==> config.mk <==
export PLATFORM = sky130hd
export DESIGN_NAME = alu
export DESIGN_NICKNAME = d
export VERILOG_FILES = /design/src/rtl/alu.sv
export SDC_FILE = /design/constraint.sdc
export NUM_CORES = 1
export LEC_CHECK = 0
export BUFFER_PORTS_ARGS = -buffer_cell sky130_fd_sc_hd__buf_2
export CORE_MARGIN = 1
export CORE_UTILIZATION = 40
export DETAILED_ROUTE_END_ITERATION = 8
export SYNTH_ARGS = -nofsm -noshare
export SYNTH_HDL_FRONTEND = slang
export SYNTH_SLANG_ARGS = --single-unit
export TNS_END_PERCENT = 100
==> constraint.sdc <==
create_clock -name clk -period 3.7 [get_ports clk]
set_input_delay 0.185 -clock clk [delete_from_list [all_inputs] [get_ports clk]]
set_output_delay 0.185 -clock clk [all_outputs]
set_load 0.02 [all_outputs]
==> src/rtl/alu.sv <==
`timescale 1ns/1ps
`default_nettype none
// ============================================================================
// Module   : alu
// Purpose  : RV32I execute-stage integer ALU with a combinational result
//            and a registered copy. Define ALU_EXT_OPS_EN to add XOR/SLTU.
// Revision : 1.0 - initial release
// ============================================================================
module alu #(
    parameter int WIDTH = 32
) (
    input  logic             clk,
    input  logic             rst_n,
    input  logic [WIDTH-1:0] src1,
    input  logic [WIDTH-1:0] src2,
    input  logic [2:0]       alu_control,
    output logic [WIDTH-1:0] alu_result,
    output logic             zero,
    output logic             last_bit,
    output logic [WIDTH-1:0] alu_result_q,
    output logic             zero_q,
    output logic             last_bit_q
);

    localparam logic [2:0] c_OP_ADD  = 3'b000;
    localparam logic [2:0] c_OP_SUB  = 3'b001;
    localparam logic [2:0] c_OP_AND  = 3'b010;
    localparam logic [2:0] c_OP_OR   = 3'b011;
    localparam logic [2:0] c_OP_SLT  = 3'b101;
`ifdef ALU_EXT_OPS_EN
    localparam logic [2:0] c_OP_XOR  = 3'b100;
    localparam logic [2:0] c_OP_SLTU = 3'b110;
`endif

    logic [WIDTH:0]   w_diff_s;
    logic [WIDTH-1:0] w_result;
    logic             w_zero;
    logic             w_last_bit;
`ifdef ALU_EXT_OPS_EN
    logic             w_ltu;
`endif

    logic [WIDTH-1:0] r_alu_result_q;
    logic             r_zero_q;
    logic             r_last_bit_q;

    // Subtracting sign-extended operands one bit wider cannot overflow, so
    // bit WIDTH is the true signed less-than; low bits double as SUB.
    assign w_diff_s = {src1[WIDTH-1], src1} - {src2[WIDTH-1], src2};

`ifdef ALU_EXT_OPS_EN
    assign w_ltu = (src1 < src2);
`endif

    always_comb begin
        w_result = '0;
        unique case (alu_control)
            c_OP_ADD:  w_result = src1 + src2;
            c_OP_SUB:  w_result = w_diff_s[WIDTH-1:0];
            c_OP_AND:  w_result = src1 & src2;
            c_OP_OR:   w_result = src1 | src2;
            c_OP_SLT:  w_result = {{(WIDTH-1){1'b0}}, w_diff_s[WIDTH]};
`ifdef ALU_EXT_OPS_EN
            c_OP_XOR:  w_result = src1 ^ src2;
            c_OP_SLTU: w_result = {{(WIDTH-1){1'b0}}, w_ltu};
`endif
            default:   w_result = '0;
        endcase
    end

    assign w_zero     = (w_result == '0);
    assign w_last_bit = w_result[WIDTH-1];

    assign alu_result = w_result;
    assign zero       = w_zero;
    assign last_bit   = w_last_bit;

    always_ff @(posedge clk or negedge rst_n) begin
        if (!rst_n) begin
            r_alu_result_q <= '0;
            r_zero_q       <= 1'b0;
            r_last_bit_q   <= 1'b0;
        end else begin
            r_alu_result_q <= w_result;
            r_zero_q       <= w_zero;
            r_last_bit_q   <= w_last_bit;
        end
    end

    assign alu_result_q = r_alu_result_q;
    assign zero_q       = r_zero_q;
    assign last_bit_q   = r_last_bit_q;

endmodule
`default_nettype wire

==> flow_summary.json <==
{
  "clock_tree.root_cell": "clkbuf_16",
  "grt_remaining_overflow": 0,
  "antenna_found_initial": 0,
  "maximum_clock_insertion_buffer_count": 2,
  "ioPinCount": 137,
  "crit_path_top_delay_cell": "or4_4",
  "syn-cell-area_um2": 6250,
  "post_dr_vias_cell": 5.85,
  "crit_arrival_ns": 3.48,
  "critPathRequiredTime_ns": 3.51,
  "synth-edff-count": 0,
  "final.fill_count": 1493,
  "first_iter_violations": 672,
  "numCtsBuffers": 5,
  "antenna-diode-count": 0,
  "total_via_count_after_detailed_routing": 7377,
  "cts_hold_buffers": 0,
  "setup.worst_path.class": "in2out",
  "tritoncts_num_sinks": 33,
  "initial_standard_cell_utilization_of_the_core_pct": 41.1,
  "peakVddDrop_v": 0.000184,
  "mostFrequentLayoutCell": "buf_4",
  "finalWeightedCongestion": 1.00,
  "rsz0062_at_grt": "true",
  "synthesis_to_layout_area_growth_pct": 37.0,
  "wire_per_inst_um": 18.7,
  "detail_route.first_pass.iterations": 5,
  "grt_pass1_wl_um": 36000,
  "cp-endpoint": "zero",
  "layout.core_utilization_pct": 56.3,
  "cts_tree": "built",
  "synth_flop_cell": "dfrtp_1",
  "timing_max_transition_violations_final": 0,
  "postRouteWirelength_um": 23500,
  "yosys_warnings": 0,
  "most-common-layout-cells": "buf_4, buf_2, ha_1",
  "final_cells": 1261,
  "timing.final.hold_violations": 25,
  "worstSetupEndpointType": "output port",
  "cp_cell_sequence": "buf_4 -> inv_2 -> ha_4 -> o21ba_4 -> or4_4 -> buf_4 -> a21oi_2 -> nand3_1 -> nand2_2 -> o21a_1 -> nor4_1 -> or4_4 -> nor4_2 -> nand4_1 -> nor2_2 -> buf_6",
  "critPathLaunch": "src1[1]",
  "vias_in_the_first_global_route": 6820,
  "worst_pin_slew_ns": 0.845,
  "maxClockFrequency_mhz": 273,
  "die_h_um": 127,
  "ys_seq_elements": 33,
  "relSlewSlack_pct": 43.7,
  "clk_transition_reported_paths_ns": 0.07,
  "worstSetupStartpointType": "primary input",
  "gr-usage-all-layers_pct": 28.7,
  "final_layout_size_suffix_gt1_share_pct": 35.2,
  "coreArea_um2": 15200,
  "io_buffers": 136,
  "ctsHtreeMaxLevel": 2,
  "placementRows": 45,
  "syn_nets": 1018,
  "finalHoldWorstSlack_ns": -0.0117,
  "synth_sequential_area_ratio_pct": 13.2,
  "avgSynthCellArea_um2": 7.47,
  "cellLeakagePower_nw": 4.31,
  "layout.nets": 1253,
  "power.density_nw_per_um2": 271,
  "grt_start_max_net_pins": 34,
  "placed_cells_incl_taps": 1249,
  "syn_inst": 837,
  "overall_die_width_um": 127,
  "timing.final.crit_share_pct": 98.9,
  "final_worst_path_period_need_ns": 3.66,
  "floorplan.die_area_um2": 16100,
  "setup_viol": 0,
  "post-layout-total-power_mw": 2.32,
  "route.antenna.remaining_nets": 0,
  "drv.max_cap_violation_count": 0,
  "synthDistinctLibCells": 85,
  "dpl.hpwl_um": 18600,
  "drc": 0,
  "result_of_the_run": "finished with violations",
  "critical_path.max_stage_delay_ns": 0.53,
  "crit_fanout": 3,
  "failed_checks": "negative hold slack",
  "async_reset_ff_share_pct": 100,
  "hp-class": "in2async"
}
## flip-flops by register name (all words and copies together) (netlist names)
register / cells
zero_q: 1
alu_result_q: 32
## routing by layer
layer	track usage, %	routed length (um)
met1	39.7	10500
met2	44.9	10300
met3	5.61	2160
met4	8.68	601
met5	0	0
## critical path, delay by kind of cell
family	cells	cell delay, ns
AO/OA/AOI/OAI	3	0.63
adder cells (fa/ha/maj)	1	0.20
AND/OR/NAND/NOR	8	1.97
buffers and inverters	4	0.48
## layout make-up
cell class | count | area (um2) | area share, %
inverter | 94 | 353 | 4.12
clock buffer | 5 | 125 | 1.46
sequential | 33 | 826 | 9.64
multi-input combinational | 663 | 5260 | 61.4
tap | 188 | 235 | 2.75
timing repair buffer | 275 | 1750 | 20.5
clock inverter | 3 | 17.5 | 0.204
## cell usage after synthesis (13+ instances only)
library cell,number,area [um2]
buf_2,15,75.1
nor3_1,20,100
o211ai_1,19,143
clkbuf_1,21,78.8
a21oi_1,75,375
inv_1,88,330
nor2_1,70,263
ha_1,110,1380
xnor2_1,13,114
nand2_1,65,244
o21ai_0,40,200
dfrtp_1,33,826
nand3_1,20,100
## cells by family (layout without fill, tap and decap cells)
group	Yosys count	in the layout	share of synthesized area [%]
adders and majority gates	112	112	22.7
and+or+nand+nor	243	243	19.1
buffers and inverters	141	377	9.19
DFF	33	33	13.2
muxes	4	4	0.880
xor gates and xnor gates	14	14	1.96
AOI/OAI and AO/OA	290	290	33.0
## per-stage QoR
stage / setup slack (ns) / cell area, um2 / setup TNS, ns
2_1_floorplan: 0.261 / 6250 / 0
3_3_place_gp: -0.187 / 7960 / -0.187
3_5_place_dp: -0.319 / 7960 / -0.351
4_1_cts: 0.0104 / 8250 / 0
5_1_grt: -0.109 / 8570 / -0.109
6_report: 0.0399 / 8570 / 0
## how the worst min path moves through the flow
| stage | startpoint | to | slack [ns] |
|---|---|---|---|
| final | rst_n | alu_result_q[28] | -0.01 |
| after global routing | rst_n | alu_result_q[28] | 0.06 |
| after CTS | rst_n | alu_result_q[4] | 0.01 |
| after detailed placement | rst_n | alu_result_q[30] | 0.33 |
| after global placement | rst_n | alu_result_q[28] | 0.33 |
| after floorplan | rst_n | alu_result_q[0] | -0.11 |
## repair_timing
item | 4_1_cts | 5_1_grt
resized for setup | 25 | 59
setup buffers | 4 | 2
hold endpoints to repair | 0 | 0
pin swaps | 17 | 38
endpoints found under the setup margin | 1 | 4
## where the power goes
part           leakage, nW  internal [mW]  switching, mW  total (mW)
clock               0.0696          0.248          0.209       0.458
combinational         3.82          0.583          0.859        1.44
sequential           0.420          0.406         0.0124       0.418
Power figures use the tool's default switching activity.
